==> src/rtl/beta_pkg.sv <==
// Shared types and constants for the Beta pipeline hazard controller.
package beta_pkg;

  typedef enum logic [0:0] {RUN, MEM_WAIT} hz_state_t;

  localparam logic [1:0] BYP_RF  = 2'd0;
  localparam logic [1:0] BYP_ALU = 2'd1;
  localparam logic [1:0] BYP_MEM = 2'd2;
  localparam logic [1:0] BYP_WB  = 2'd3;

  localparam logic [4:0] R31 = 5'd31;

  // A used source that names a pending load destination cannot be bypassed yet.
  function automatic logic load_hit(logic [4:0] src, logic used, logic [4:0] rc, logic ld,
                                    logic we);
    return used && (src != R31) && ld && we && (rc == src);
  endfunction

endpackage

==> src/rtl/pipe_hazard_ctl_if.sv <==
// Stage-field observation and pipeline-control strobes between datapath and hazard controller.
interface pipe_hazard_ctl_if;
  logic [4:0] rf_ra;
  logic [4:0] rf_rb;
  logic       rf_ra_used;
  logic       rf_rb_used;
  logic       rf_br_taken;
  logic [4:0] alu_rc;
  logic [4:0] mem_rc;
  logic [4:0] wb_rc;
  logic       alu_we;
  logic       mem_we;
  logic       wb_we;
  logic       alu_ld;
  logic       mem_ld;
  logic       mem_req;
  logic       mem_ready;
  logic       stall_if;
  logic       stall_rf;
  logic       stall_alu;
  logic       stall_mem;
  logic       bubble_alu;
  logic       bubble_wb;
  logic       annul_if;
  logic [1:0] byp_a_sel;
  logic [1:0] byp_b_sel;

  modport master (
    output rf_ra, rf_rb, rf_ra_used, rf_rb_used, rf_br_taken,
    output alu_rc, mem_rc, wb_rc, alu_we, mem_we, wb_we, alu_ld, mem_ld,
    output mem_req, mem_ready,
    input  stall_if, stall_rf, stall_alu, stall_mem, bubble_alu, bubble_wb, annul_if,
    input  byp_a_sel, byp_b_sel
  );

  modport slave (
    input  rf_ra, rf_rb, rf_ra_used, rf_rb_used, rf_br_taken,
    input  alu_rc, mem_rc, wb_rc, alu_we, mem_we, wb_we, alu_ld, mem_ld,
    input  mem_req, mem_ready,
    output stall_if, stall_rf, stall_alu, stall_mem, bubble_alu, bubble_wb, annul_if,
    output byp_a_sel, byp_b_sel
  );
endinterface

==> src/rtl/byp_sel.sv <==
// Operand bypass select for one RF-stage source: youngest writing stage wins.
module byp_sel
  import beta_pkg::*;
(
  input  logic [4:0] src,
  input  logic [4:0] alu_rc,
  input  logic       alu_we,
  input  logic [4:0] mem_rc,
  input  logic       mem_we,
  input  logic [4:0] wb_rc,
  input  logic       wb_we,
  output logic [1:0] sel
);

  always_comb begin
    sel = BYP_RF;
    // R31 reads as zero, so it is never bypassed.
    if (src != R31) begin
      if (alu_we && (alu_rc == src)) begin
        sel = BYP_ALU;
      end else if (mem_we && (mem_rc == src)) begin
        sel = BYP_MEM;
      end else if (wb_we && (wb_rc == src)) begin
        sel = BYP_WB;
      end
    end
  end

endmodule

==> src/rtl/pipe_hazard_ctl.sv <==
// Central hazard controller for the 5-stage Beta pipeline: memory-wait sequencing,
// load-use interlock, branch annul, operand bypass selection and performance counters.
module pipe_hazard_ctl
  import beta_pkg::*;
#(
  parameter int unsigned MEM_TIMEOUT = 256,
  parameter int unsigned CNT_W       = 32
) (
  input  logic             clk,
  input  logic             rst,
  pipe_hazard_ctl_if.slave bus,
  output logic             mem_err,
  output logic [CNT_W-1:0] stall_cnt,
  output logic [CNT_W-1:0] annul_cnt
);

  localparam int unsigned    WaitW   = $clog2(MEM_TIMEOUT + 1);
  localparam logic [WaitW-1:0] WaitMax = WaitW'(MEM_TIMEOUT);

  hz_state_t        state_q, state_d;
  logic [WaitW-1:0] wait_q, wait_d;
  logic             mem_err_q, mem_err_d;
  logic [CNT_W-1:0] stall_cnt_q, annul_cnt_q;

  logic       mem_wait;
  logic       load_use;
  logic [1:0] sel_a, sel_b;

  assign mem_wait = bus.mem_req & ~bus.mem_ready;

  assign load_use =
      load_hit(bus.rf_ra, bus.rf_ra_used, bus.alu_rc, bus.alu_ld, bus.alu_we) |
      load_hit(bus.rf_ra, bus.rf_ra_used, bus.mem_rc, bus.mem_ld, bus.mem_we) |
      load_hit(bus.rf_rb, bus.rf_rb_used, bus.alu_rc, bus.alu_ld, bus.alu_we) |
      load_hit(bus.rf_rb, bus.rf_rb_used, bus.mem_rc, bus.mem_ld, bus.mem_we);

  byp_sel u_byp_a (
    .src    (bus.rf_ra),
    .alu_rc (bus.alu_rc),
    .alu_we (bus.alu_we),
    .mem_rc (bus.mem_rc),
    .mem_we (bus.mem_we),
    .wb_rc  (bus.wb_rc),
    .wb_we  (bus.wb_we),
    .sel    (sel_a)
  );

  byp_sel u_byp_b (
    .src    (bus.rf_rb),
    .alu_rc (bus.alu_rc),
    .alu_we (bus.alu_we),
    .mem_rc (bus.mem_rc),
    .mem_we (bus.mem_we),
    .wb_rc  (bus.wb_rc),
    .wb_we  (bus.wb_we),
    .sel    (sel_b)
  );

  // Priority: memory wait freezes everything, then load-use interlock, then annul.
  always_comb begin
    bus.stall_if   = 1'b0;
    bus.stall_rf   = 1'b0;
    bus.stall_alu  = 1'b0;
    bus.stall_mem  = 1'b0;
    bus.bubble_alu = 1'b0;
    bus.bubble_wb  = 1'b0;
    bus.annul_if   = 1'b0;
    bus.byp_a_sel  = BYP_RF;
    bus.byp_b_sel  = BYP_RF;
    if (!rst) begin
      bus.byp_a_sel = sel_a;
      bus.byp_b_sel = sel_b;
      if (mem_wait) begin
        bus.stall_if  = 1'b1;
        bus.stall_rf  = 1'b1;
        bus.stall_alu = 1'b1;
        bus.stall_mem = 1'b1;
        bus.bubble_wb = 1'b1;
      end else if (load_use) begin
        bus.stall_if   = 1'b1;
        bus.stall_rf   = 1'b1;
        bus.bubble_alu = 1'b1;
      end else begin
        bus.annul_if = bus.rf_br_taken;
      end
    end
  end

  always_comb begin
    state_d   = state_q;
    wait_d    = wait_q;
    mem_err_d = mem_err_q;
    unique case (state_q)
      RUN: begin
        if (mem_wait) state_d = MEM_WAIT;
      end
      MEM_WAIT: begin
        if (bus.mem_ready) begin
          state_d = RUN;
        end else if (wait_q != WaitMax) begin
          wait_d = wait_q + 1'b1;
        end
      end
    endcase
    if (state_d == RUN) wait_d = '0;
    if (wait_d == WaitMax) mem_err_d = 1'b1;
  end

  always_ff @(posedge clk) begin
    if (rst) begin
      state_q     <= RUN;
      wait_q      <= '0;
      mem_err_q   <= 1'b0;
      stall_cnt_q <= '0;
      annul_cnt_q <= '0;
    end else begin
      state_q     <= state_d;
      wait_q      <= wait_d;
      mem_err_q   <= mem_err_d;
      stall_cnt_q <= stall_cnt_q + CNT_W'(bus.stall_if);
      annul_cnt_q <= annul_cnt_q + CNT_W'(bus.annul_if);
    end
  end

  assign mem_err   = mem_err_q;
  assign stall_cnt = stall_cnt_q;
  assign annul_cnt = annul_cnt_q;

endmodule
==> src/flat_wrapper.sv <==
// flat-port wrapper written by rule: the top's interface ports become plain ports
module pipe_hazard_ctl_flat import beta_pkg::*;
#(
  parameter int unsigned MEM_TIMEOUT = 256,
  parameter int unsigned CNT_W       = 32
)
  (clk, rst, mem_err, stall_cnt, annul_cnt, bus_rf_ra, bus_rf_rb, bus_rf_ra_used, bus_rf_rb_used, bus_rf_br_taken, bus_alu_rc, bus_mem_rc, bus_wb_rc, bus_alu_we, bus_mem_we, bus_wb_we, bus_alu_ld, bus_mem_ld, bus_mem_req, bus_mem_ready, bus_stall_if, bus_stall_rf, bus_stall_alu, bus_stall_mem, bus_bubble_alu, bus_bubble_wb, bus_annul_if, bus_byp_a_sel, bus_byp_b_sel);
  pipe_hazard_ctl_if bus_i ();
  input  logic clk;
  input  logic rst;
  output logic mem_err;
  output logic [CNT_W-1:0] stall_cnt;
  output logic [CNT_W-1:0] annul_cnt;
  input wire logic [$bits(bus_i.rf_ra)-1:0] bus_rf_ra;
  input wire logic [$bits(bus_i.rf_rb)-1:0] bus_rf_rb;
  input wire logic [$bits(bus_i.rf_ra_used)-1:0] bus_rf_ra_used;
  input wire logic [$bits(bus_i.rf_rb_used)-1:0] bus_rf_rb_used;
  input wire logic [$bits(bus_i.rf_br_taken)-1:0] bus_rf_br_taken;
  input wire logic [$bits(bus_i.alu_rc)-1:0] bus_alu_rc;
  input wire logic [$bits(bus_i.mem_rc)-1:0] bus_mem_rc;
  input wire logic [$bits(bus_i.wb_rc)-1:0] bus_wb_rc;
  input wire logic [$bits(bus_i.alu_we)-1:0] bus_alu_we;
  input wire logic [$bits(bus_i.mem_we)-1:0] bus_mem_we;
  input wire logic [$bits(bus_i.wb_we)-1:0] bus_wb_we;
  input wire logic [$bits(bus_i.alu_ld)-1:0] bus_alu_ld;
  input wire logic [$bits(bus_i.mem_ld)-1:0] bus_mem_ld;
  input wire logic [$bits(bus_i.mem_req)-1:0] bus_mem_req;
  input wire logic [$bits(bus_i.mem_ready)-1:0] bus_mem_ready;
  output wire logic [$bits(bus_i.stall_if)-1:0] bus_stall_if;
  output wire logic [$bits(bus_i.stall_rf)-1:0] bus_stall_rf;
  output wire logic [$bits(bus_i.stall_alu)-1:0] bus_stall_alu;
  output wire logic [$bits(bus_i.stall_mem)-1:0] bus_stall_mem;
  output wire logic [$bits(bus_i.bubble_alu)-1:0] bus_bubble_alu;
  output wire logic [$bits(bus_i.bubble_wb)-1:0] bus_bubble_wb;
  output wire logic [$bits(bus_i.annul_if)-1:0] bus_annul_if;
  output wire logic [$bits(bus_i.byp_a_sel)-1:0] bus_byp_a_sel;
  output wire logic [$bits(bus_i.byp_b_sel)-1:0] bus_byp_b_sel;
  assign bus_i.rf_ra = bus_rf_ra;
  assign bus_i.rf_rb = bus_rf_rb;
  assign bus_i.rf_ra_used = bus_rf_ra_used;
  assign bus_i.rf_rb_used = bus_rf_rb_used;
  assign bus_i.rf_br_taken = bus_rf_br_taken;
  assign bus_i.alu_rc = bus_alu_rc;
  assign bus_i.mem_rc = bus_mem_rc;
  assign bus_i.wb_rc = bus_wb_rc;
  assign bus_i.alu_we = bus_alu_we;
  assign bus_i.mem_we = bus_mem_we;
  assign bus_i.wb_we = bus_wb_we;
  assign bus_i.alu_ld = bus_alu_ld;
  assign bus_i.mem_ld = bus_mem_ld;
  assign bus_i.mem_req = bus_mem_req;
  assign bus_i.mem_ready = bus_mem_ready;
  assign bus_stall_if = bus_i.stall_if;
  assign bus_stall_rf = bus_i.stall_rf;
  assign bus_stall_alu = bus_i.stall_alu;
  assign bus_stall_mem = bus_i.stall_mem;
  assign bus_bubble_alu = bus_i.bubble_alu;
  assign bus_bubble_wb = bus_i.bubble_wb;
  assign bus_annul_if = bus_i.annul_if;
  assign bus_byp_a_sel = bus_i.byp_a_sel;
  assign bus_byp_b_sel = bus_i.byp_b_sel;
  pipe_hazard_ctl #(.MEM_TIMEOUT(MEM_TIMEOUT), .CNT_W(CNT_W)) u_core (.clk(clk), .rst(rst), .bus(bus_i), .mem_err(mem_err), .stall_cnt(stall_cnt), .annul_cnt(annul_cnt));
endmodule
==> config.mk <==
export PLATFORM = sky130hd
export DESIGN_NAME = pipe_hazard_ctl_flat
export DESIGN_NICKNAME = d
export VERILOG_FILES = /design/src/rtl/beta_pkg.sv /design/src/rtl/pipe_hazard_ctl_if.sv /design/src/rtl/byp_sel.sv /design/src/rtl/pipe_hazard_ctl.sv /design/src/flat_wrapper.sv
export SDC_FILE = /design/constraint.sdc
export NUM_CORES = 1
export LEC_CHECK = 0
export CAP_MARGIN = 0
export CORE_MARGIN = 2
export CORE_UTILIZATION = 44
export CTS_BUF_LIST = sky130_fd_sc_hd__clkbuf_8
export DETAILED_ROUTE_END_ITERATION = 10
export GPL_TIMING_DRIVEN = 0
export MAX_ROUTING_LAYER = met4
export PLACE_DENSITY = 0.86
export SETUP_SLACK_MARGIN = 0.5
export SYNTH_ARGS = -nofsm -noshare
export SYNTH_HDL_FRONTEND = slang
export SYNTH_SLANG_ARGS = --single-unit
==> constraint.sdc <==
create_clock -name clk -period 2.75 [get_ports clk]
set_input_delay 0.275 -clock clk [delete_from_list [all_inputs] [get_ports clk]]
set_output_delay 0.275 -clock clk [all_outputs]
set_load 0.005 [all_outputs]
; ---- After elaboration in Yosys (flattened, before gate mapping)
; Cells that the tools add are included.
[totals]
in_bits = 37
ff_bits = 75
output_inout_bits = 76
[classes]
bitwise = 6
n_reduce_logical = 20
add_sub_neg = 3
n_eq_ne = 10
muxes = 26
[op_table]
columns = operator, n
row1 = $add A32 B1 Y32, 2
row2 = $mux W9, 4
row3 = $eq A5 B5 Y1, 6
row4 = $logic_and A1 B1 Y1, 20
row5 = $mux W2, 10
row6 = $mux W1, 11
row7 = $ne A5 B5 Y1 const B, 2
row8 = $add A9 B1 Y9 const B, 1
row9 = $eq A9 B9 Y1 const B, 1
row10 = $ne A9 B9 Y1 const B, 1
row11 = $or A1 B1 Y1, 3
row12 = $not A1 Y1, 2
row13 = $pmux W1 S2, 1
row14 = $and A1 B1 Y1, 1

; ---- Depth between registers and ports, before layout
; Gate-level depths: netlist of run 1.
[depth]
word_depth = 12
mapped_depth = 13
mapped_depth_nobuf = 13

; ---- Cells and area by module
; Synthesis of run 1 repeated with hierarchy kept, for this count alone.
[unflattened]
cells_unflattened = 522
area_unflattened_um2 = 4423.0
[modules_own_cells]
columns = mod, seq_area_each_um2, area_each_um2, cells_per_inst, n_inst
row1 = pipe_hazard_ctl, 1501.4, 3947.5, 464, 1
row2 = byp_sel, 0.0, 237.7, 29, 2

; ---- Least setup slack after synthesis of run 1
; OpenSTA, ideal clock, no wires.
[synth_path]
path_type = input -> register
start = input bus_rf_ra[1]
end = register u_core.stall_cnt_q[15] (netlist: u_core.stall_cnt[15])
required_time_ps = 2679
setup_time_ps = 71
slack_ps = 8
stages = 12
arrival_time_ps = 2671
cell_sequence = xor2_1 -> nor4_1 -> and3_1 -> a22o_1 -> a21oi_1 -> o21ai_0 -> ha_1 -> nand2_1 -> nor3_1 -> nand2_1 -> or3_1 -> a21oi_1
[synth_via]
elab_chain_len = 12
[synth_lines]
columns = item, line_no
row1 = "start, declared", flat_wrapper.sv:14  ; input wire logic [$bits(bus_i.rf_ra)-1:0] bus_rf_ra;
row2 = $ne A5 B5 Y1, beta_pkg.sv:16  ; return used && (src != R31) && ld && we && (rc == src);
row3 = $logic_and A1 B1 Y1 (4 in series), beta_pkg.sv:16
row4 = $or A1 B1 Y1 (*), pipe_hazard_ctl.sv:32  ; load_hit(bus.rf_ra, bus.rf_ra_used, bus.alu_rc, bus.alu_ld, bus.alu_we) |
row5 = $or A1 B1 Y1 (*), pipe_hazard_ctl.sv:33  ; load_hit(bus.rf_ra, bus.rf_ra_used, bus.mem_rc, bus.mem_ld, bus.mem_we) |
row6 = $or A1 B1 Y1 (*), pipe_hazard_ctl.sv:34  ; load_hit(bus.rf_rb, bus.rf_rb_used, bus.alu_rc, bus.alu_ld, bus.alu_we) |
row7 = $mux W1 (*), pipe_hazard_ctl.sv:79  ; end else if (load_use) begin
row8 = $mux W1 (*), pipe_hazard_ctl.sv:73  ; if (mem_wait) begin
row9 = $mux W1 (*), pipe_hazard_ctl.sv:70  ; if (!rst) begin
row10 = named net bus_stall_if, flat_wrapper.sv:29  ; output wire logic [$bits(bus_i.stall_if)-1:0] bus_stall_if;
row11 = $add A32 B1 Y32 (*), pipe_hazard_ctl.sv:120  ; stall_cnt_q <= stall_cnt_q + CNT_W'(bus.stall_if);
row12 = "end signal, assigned", pipe_hazard_ctl.sv:120
row13 = "end, declared", pipe_hazard_ctl.sv:23  ; logic [CNT_W-1:0] stall_cnt_q, annul_cnt_q;
; The timed path passes the listed nets; every way through them passes the cells marked *.
; A chain may end at the register's enable or synchronous reset.

; ---- Worst setup path in the final report of run 1
[layout_path]
start = input bus_rf_rb[2]
end = register u_core.stall_cnt_q[18] (netlist: u_core.stall_cnt[18])
[layout_via]
elab_chain_len = 11
[layout_lines]
columns = item, line_no
row1 = "start, declared", flat_wrapper.sv:15  ; input wire logic [$bits(bus_i.rf_rb)-1:0] bus_rf_rb;
row2 = $ne A5 B5 Y1, beta_pkg.sv:16
row3 = $logic_and A1 B1 Y1 (4 in series), beta_pkg.sv:16
row4 = $or A1 B1 Y1, pipe_hazard_ctl.sv:33
row5 = $or A1 B1 Y1 (*), pipe_hazard_ctl.sv:34
row6 = $mux W1 (*), pipe_hazard_ctl.sv:79
row7 = $mux W1 (*), pipe_hazard_ctl.sv:73
row8 = $mux W1 (*), pipe_hazard_ctl.sv:70
row9 = $add A32 B1 Y32 (*), pipe_hazard_ctl.sv:120
; Mark *: on every way between the ends. The rest lies on a longest branch, timed or not.

==> results.sh, run 1 <==
export IMPL_wl_per_cell_um=16.7
export IMPL_setup_viol=0
export IMPL_portBuffers=112
export IMPL_p_leak_uw=0.00236
export IMPL_period_needed_ps=2520
export IMPL_crit_path_start_kind="input port"
export IMPL_antennaDiodeCount=0
export IMPL_ys_types=42
export IMPL_synth_seq_area_share_pct=39.1
export IMPL_cts_inserted_buffers=9
export IMPL_vias=3982
export IMPL_cts_reportedPaths_clkPinSlew_ps=80
export IMPL_numClockSinks=75
export IMPL_hold_viol_final=0
export IMPL_timing_final_crit_share_pct=91.5
export IMPL_critical_path_required_ps=2990
export IMPL_drive_gt1_share_pct=25.0
export IMPL_first_global_vias=3855
export IMPL_worstSkewPairLatency_ps=350
export IMPL_routed_wl_um=12000
export IMPL_fp_dieW_um=97.4
export IMPL_gr_total_overflow=0
export IMPL_cap_violations=0
export IMPL_ys_warn_count=0
export IMPL_syn_area_um2=3840
export IMPL_dieArea_um2=9490
export IMPL_io_pins=113
export IMPL_final_nets=653
export IMPL_initial_utilization_pct=44.7
export IMPL_grt_max_degree=13
export IMPL_outcome="complete, no violations"
export IMPL_skew_ps=11.4
export IMPL_area_delta_synth_final_pct=59.2
export IMPL_hold_buffers=0
export IMPL_vias_per_cell=5.51
export IMPL_drtPass1Iterations=4
export IMPL_syn_num_nets=499
export IMPL_drc=0
export IMPL_power_density_nw_per_um2=374
export IMPL_crit_type="in -> reg"
export IMPL_final_cell_mix="80 x clkdlybuf4s50_1, 75 x dfxtp_1, 71 x nor2_1"
export IMPL_syn_inst=456
export IMPL_die_h_um=97.4
export IMPL_path_max_fanout=5
export IMPL_cts_root_buffer="clkbuf_8"
export IMPL_syn_area_per_cell_um2=8.42
export IMPL_cp_arrival_ps=2750
export IMPL_cts_max_path_buffers=2
export IMPL_stdcell_count=723
export IMPL_ant_nets=0
export IMPL_worstMarginPinSlew_ps=538
export IMPL_track_usage_pct=23.8
export IMPL_gp_congestion=0.896
export IMPL_rsz0062_at_grt="true"
export IMPL_synth_top_area_share_pct=39.1
export IMPL_ir_worst_vdd_mv=0.284
export IMPL_final_common_cell="clkdlybuf4s50_1"
export IMPL_yosys_area_top_type="dfxtp_1"
export IMPL_grt_first_pass_wirelength_um=18200
export IMPL_crit_path_end_kind="flip-flop"
export IMPL_slew_violations=0
export IMPL_hp_class="reg -> reg"
export IMPL_dp_hpwl_um=7660
export IMPL_ys_ff_latch=75
export IMPL_synthTopCellsByArea="dfxtp_1 39%, xor2_1 14%, nor2_1 7.3%"
export IMPL_htreeDepth=3
export IMPL_fmax_mhz=397
export IMPL_total_power_uw=2280
export IMPL_initialDrtViolationCount=164
export IMPL_grt_antenna_before_repair=0
export IMPL_relSlewSlack_pct=64.1
export IMPL_rows=34
export IMPL_coreArea_um2=8590
export IMPL_cts_tree="built"
export IMPL_placedCellCount=676
## cells in the mapped netlist
master,count
mux2i_1,1
a22o_1,2
a311oi_1,1
mux2_4,1
xor2_1,63
nand3b_1,1
xnor2_1,24
a21o_1,1
a311o_2,1
ha_1,6
nor2_2,1
and4_1,5
nor4_4,1
nor4_1,8
nor2_1,75
nor3_1,12
buf_6,1
inv_1,10
nor4_2,2
or2_2,1
o21ai_0,13
or3_1,10
and3_1,22
nand2_1,26
buf_2,3
buf_1,1
buf_4,3
a21oi_1,15
nand3_1,35
o31ai_1,1
and3b_1,1
a32oi_1,1
a21oi_2,1
nand4_1,11
nand2b_1,1
dfxtp_1,75
clkbuf_1,8
a211o_1,1
o41ai_1,1
nor2b_1,8
or4_4,1
nor3_2,1
## routing by layer
layer  wire [um]  track usage, %
met1        4570            25.8
met2        6210            41.5
met3         796            5.76
met4         463            10.4
met5           0               -
## stage by stage
step / util, % / setup slack (ps) / hold WS (ps) / cell area (um^2) / setup TNS, ps
5_1_grt: 71.1 / 69.3 / 548 / 6110 / 0
3_3_place_gp: 60.8 / -819 / 480 / 5220 / -26830
4_1_cts: 66.4 / 230 / 507 / 5700 / 0
3_5_place_dp: 60.8 / -938 / 493 / 5220 / -34790
6_report: 71.1 / 234 / 519 / 6110 / 0
2_1_floorplan: - / 164 / 476 / 3970 / 0
## worst max-delay path: stages
cell,delay [ps]
buf_8,110
xor2_2,170
nor4_1,370
and3_4,270
a22o_1,180
nand3_1,110
o21ai_2,130
ha_4,210
ha_4,140
buf_4,130
nand2_4,60
nor2_4,170
nand4_1,150
xor2_1,210
nor2_1,60
## area by class of cell
cell class                      count  area (um^2)
Clock inverter                      5         76.3
Tap cell                          108          135
Multi-Input combinational cell    355         2710
Inverter                           10         37.5
Buffer                             16         88.8
Clock buffer                       11          151
Timing Repair Buffer              143         1410
Sequential cell                    75         1500
Fill cell                         582         2480
## kinds of logic (layout without fill, tap and decap cells)
kind of cell               Yosys count  in the layout  synth area share [%]
and+or+nand+nor                    222            222                  29.4
xor gates and xnor gates            87             87                  19.8
DFF                                 75             75                  39.1
AOI/OAI and AO/OA                   38             38                  5.93
buffers and inverters               26            185                  3.13
adders and majority gates            6              6                  1.95
muxes                                2              2                 0.651
## power breakdown
| group | internal (uW) | switching [uW] |
|---|---|---|
| clock network | 556 | 407 |
| logic | 118 | 111 |
| registers | 1090 | 4.64 |
| total | 1760 | 522 |
## flip-flops by register name (all words and copies together), names as in the netlist
name and cells:
u_core.annul_cnt 32, u_core.mem_err 1, u_core.stall_cnt 32, u_core.state_q 1
u_core.wait_q 9
## path summary, 6_finish.rpt
| path | from | end | slack (ps) | cells past startpoint |
|---|---|---|---|---|
| setup / recovery | bus_rf_rb[2] | u_core.stall_cnt[18] | 230 | 15 |
| hold / removal | u_core.annul_cnt[31] | u_core.annul_cnt[31] | 520 | 2 |
| setup reg to reg | u_core.annul_cnt[7] | u_core.annul_cnt[31] | 570 | 6 |
| hold reg to reg | u_core.annul_cnt[31] | u_core.annul_cnt[31] | 520 | 2 |
## repair_timing
| item | in CTS | in global routing |
|---|---|---|
| resized for setup | 137 | 80 |
| pin swaps | 53 | 40 |
| setup buffers | 22 | 9 |
| endpoints found under the setup margin | 75 | 63 |
No activity file was read; power rests on OpenSTA's default activity.
==> inputs of run 2 (changes only) <==
- CORE_UTILIZATION: 44 -> 26
- PLACE_DENSITY: 0.86 -> 0.59
==> run 2 against run 1 <==
Against the previous run: count of clock-buffer cells in the layout shrank 1; die area is 66% higher; fmax is 4.6% higher; design area shrank 0.16%; register-to-register slack better by 30 ps; critical path depth unchanged; via count fell by 6.7%; core utilization fell by 29 points; total power decreased by 0.44%; non-clock buffer count down 6; combinational power fell by 7%; global-route usage shrank 9.9 points; critical path type unchanged.
==> results.sh, run 2 (synthesized netlist as in run 1, its figures left out) <==
export IMPL_track_usage_pct=13.9
export IMPL_gp_congestion=0.844
export IMPL_io_pins=113
export IMPL_dieArea_um2=15800
export IMPL_finalSetupTns_ps=0
export IMPL_period_needed_ps=2410
export IMPL_timing_hold_ws_ps=512
export IMPL_drive_gt1_share_pct=24.0
export IMPL_setup_viol=0
export IMPL_dp_hpwl_um=7900
export IMPL_crit_type="in -> reg"
export IMPL_crit_path_end_kind="flip-flop"
export IMPL_drtPass1Iterations=4
export IMPL_gr_total_overflow=0
export IMPL_htreeDepth=3
export IMPL_vias_per_cell=4.68
export IMPL_r2r_cells=7
export IMPL_area_delta_synth_final_pct=58.9
export IMPL_crit_path_start_kind="input port"
export IMPL_hold_depth=2
export IMPL_cts_reportedPaths_clkPinSlew_ps=90
export IMPL_drc=0
export IMPL_total_power_uw=2270
export IMPL_cts_inserted_buffers=9
export IMPL_rows=44
export IMPL_skew_ps=15.7
export IMPL_worstMarginPinSlew_ps=605
export IMPL_grt_first_pass_wirelength_um=17400
export IMPL_portBuffers=112
export IMPL_first_global_vias=3638
export IMPL_final_common_cell="clkdlybuf4s50_1"
export IMPL_power_density_nw_per_um2=373
export IMPL_slew_violations=0
export IMPL_cts_root_buffer="clkbuf_8"
export IMPL_hold_viol_final=0
export IMPL_cts_tree="built"
export IMPL_initialDrtViolationCount=127
export IMPL_ant_nets=0
export IMPL_final_nets=647
export IMPL_wl_per_cell_um=13.7
export IMPL_die_h_um=126
export IMPL_antennaDiodeCount=0
export IMPL_cap_violations=0
export IMPL_grt_max_degree=14
export IMPL_cp_arrival_ps=2650
export IMPL_fmax_mhz=416
export IMPL_coreArea_um2=14500
export IMPL_timing_final_crit_share_pct=87.5
export IMPL_outcome="complete, no violations"
export IMPL_initial_utilization_pct=26.5
export IMPL_hp_class="reg -> reg"
export IMPL_rsz0062_at_grt="true"
export IMPL_critical_path_required_ps=3000
export IMPL_grt_antenna_before_repair=0
export IMPL_p_leak_uw=0.00227
export IMPL_path_max_fanout=4
export IMPL_routed_wl_um=10900
export IMPL_ir_worst_vdd_mv=0.198
export IMPL_final_cell_mix="81 x clkdlybuf4s50_1, 75 x dfxtp_1, 71 x nor2_1"
export IMPL_fp_dieW_um=126
export IMPL_vias=3714
export IMPL_numClockSinks=75
export IMPL_relSlewSlack_pct=59.6
export IMPL_cts_max_path_buffers=2
export IMPL_worstSkewPairLatency_ps=360
==> run 2: power by group <==
part	leakage, uW	total, uW	internal [uW]	switching [uW]
Sequential	0.000604	1090	1090	4.96
Combinational	0.00155	212	112	101
Clock	0.000108	968	535	433
==> run 2: path summary, 6_finish.rpt <==
check             slack, ps                 start                    to
setup / recovery        340          bus_rf_rb[2]  u_core.annul_cnt[26]
hold / removal          510  u_core.annul_cnt[10]  u_core.annul_cnt[10]
setup reg to reg        600   u_core.annul_cnt[8]  u_core.annul_cnt[29]
hold reg to reg         510  u_core.annul_cnt[10]  u_core.annul_cnt[10]
==> run 2: cell type report <==
cell class                      instances  area [um^2]
Fill cell                            1451         8380
Multi-Input combinational cell        355         2670
Sequential cell                        75         1500
Timing Repair Buffer                  137         1350
Tap cell                              184          230
Clock buffer                           10          138
Clock inverter                          6         88.8
Buffer                                 16         85.1
Inverter                               10         37.5
==> run 2: repair_timing <==
| item | 4_1_cts | 5_1_grt |
|---|---|---|
| hold buffers | 0 | 0 |
| setup endpoints to repair | 74 | 63 |
| setup buffers | 16 | 9 |
| pin swaps | 38 | 28 |
| gates resized for setup | 131 | 69 |
==> run 2: critical path, cell delays in order <==
cell,delay (ps)
buf_8,110
xor2_2,170
nor4_2,50
and3_4,170
a22o_1,250
a32oi_2,240
and3_4,240
ha_4,150
ha_4,130
nand4_1,90
buf_6,170
nor4_4,240
nand3_1,150
xor2_1,160
nor2_1,50
==> run 2: stage by stage <==
| stage | worst slack (ps) | cell area (um^2) | cells | util, % |
|---|---|---|---|---|
| global placement | -873 | 5320 | 752 | 36.7 |
| detailed placement | -946 | 5320 | 752 | 36.7 |
| global route | 200 | 6100 | 793 | 42.2 |
| finish | 345 | 6100 | 793 | 42.2 |
| CTS | 219 | 5740 | 784 | 39.6 |
| floorplan | 164 | 3970 | 456 | - |
==> run 2: routing by layer <==
layer	GRT usage (%)	wire (um)	vias up
met5	-	0	-
met4	5.10	183	0
met3	3.34	508	15
met2	22.1	5290	97
met1	17.2	4870	1762
li1	-	-	1840
==> inputs of run 3 (changes only) <==
- SLEW_MARGIN: default -> 20
==> results of run 3 <==
No change in the layout: final DEF, timing and power equal those of run 2.
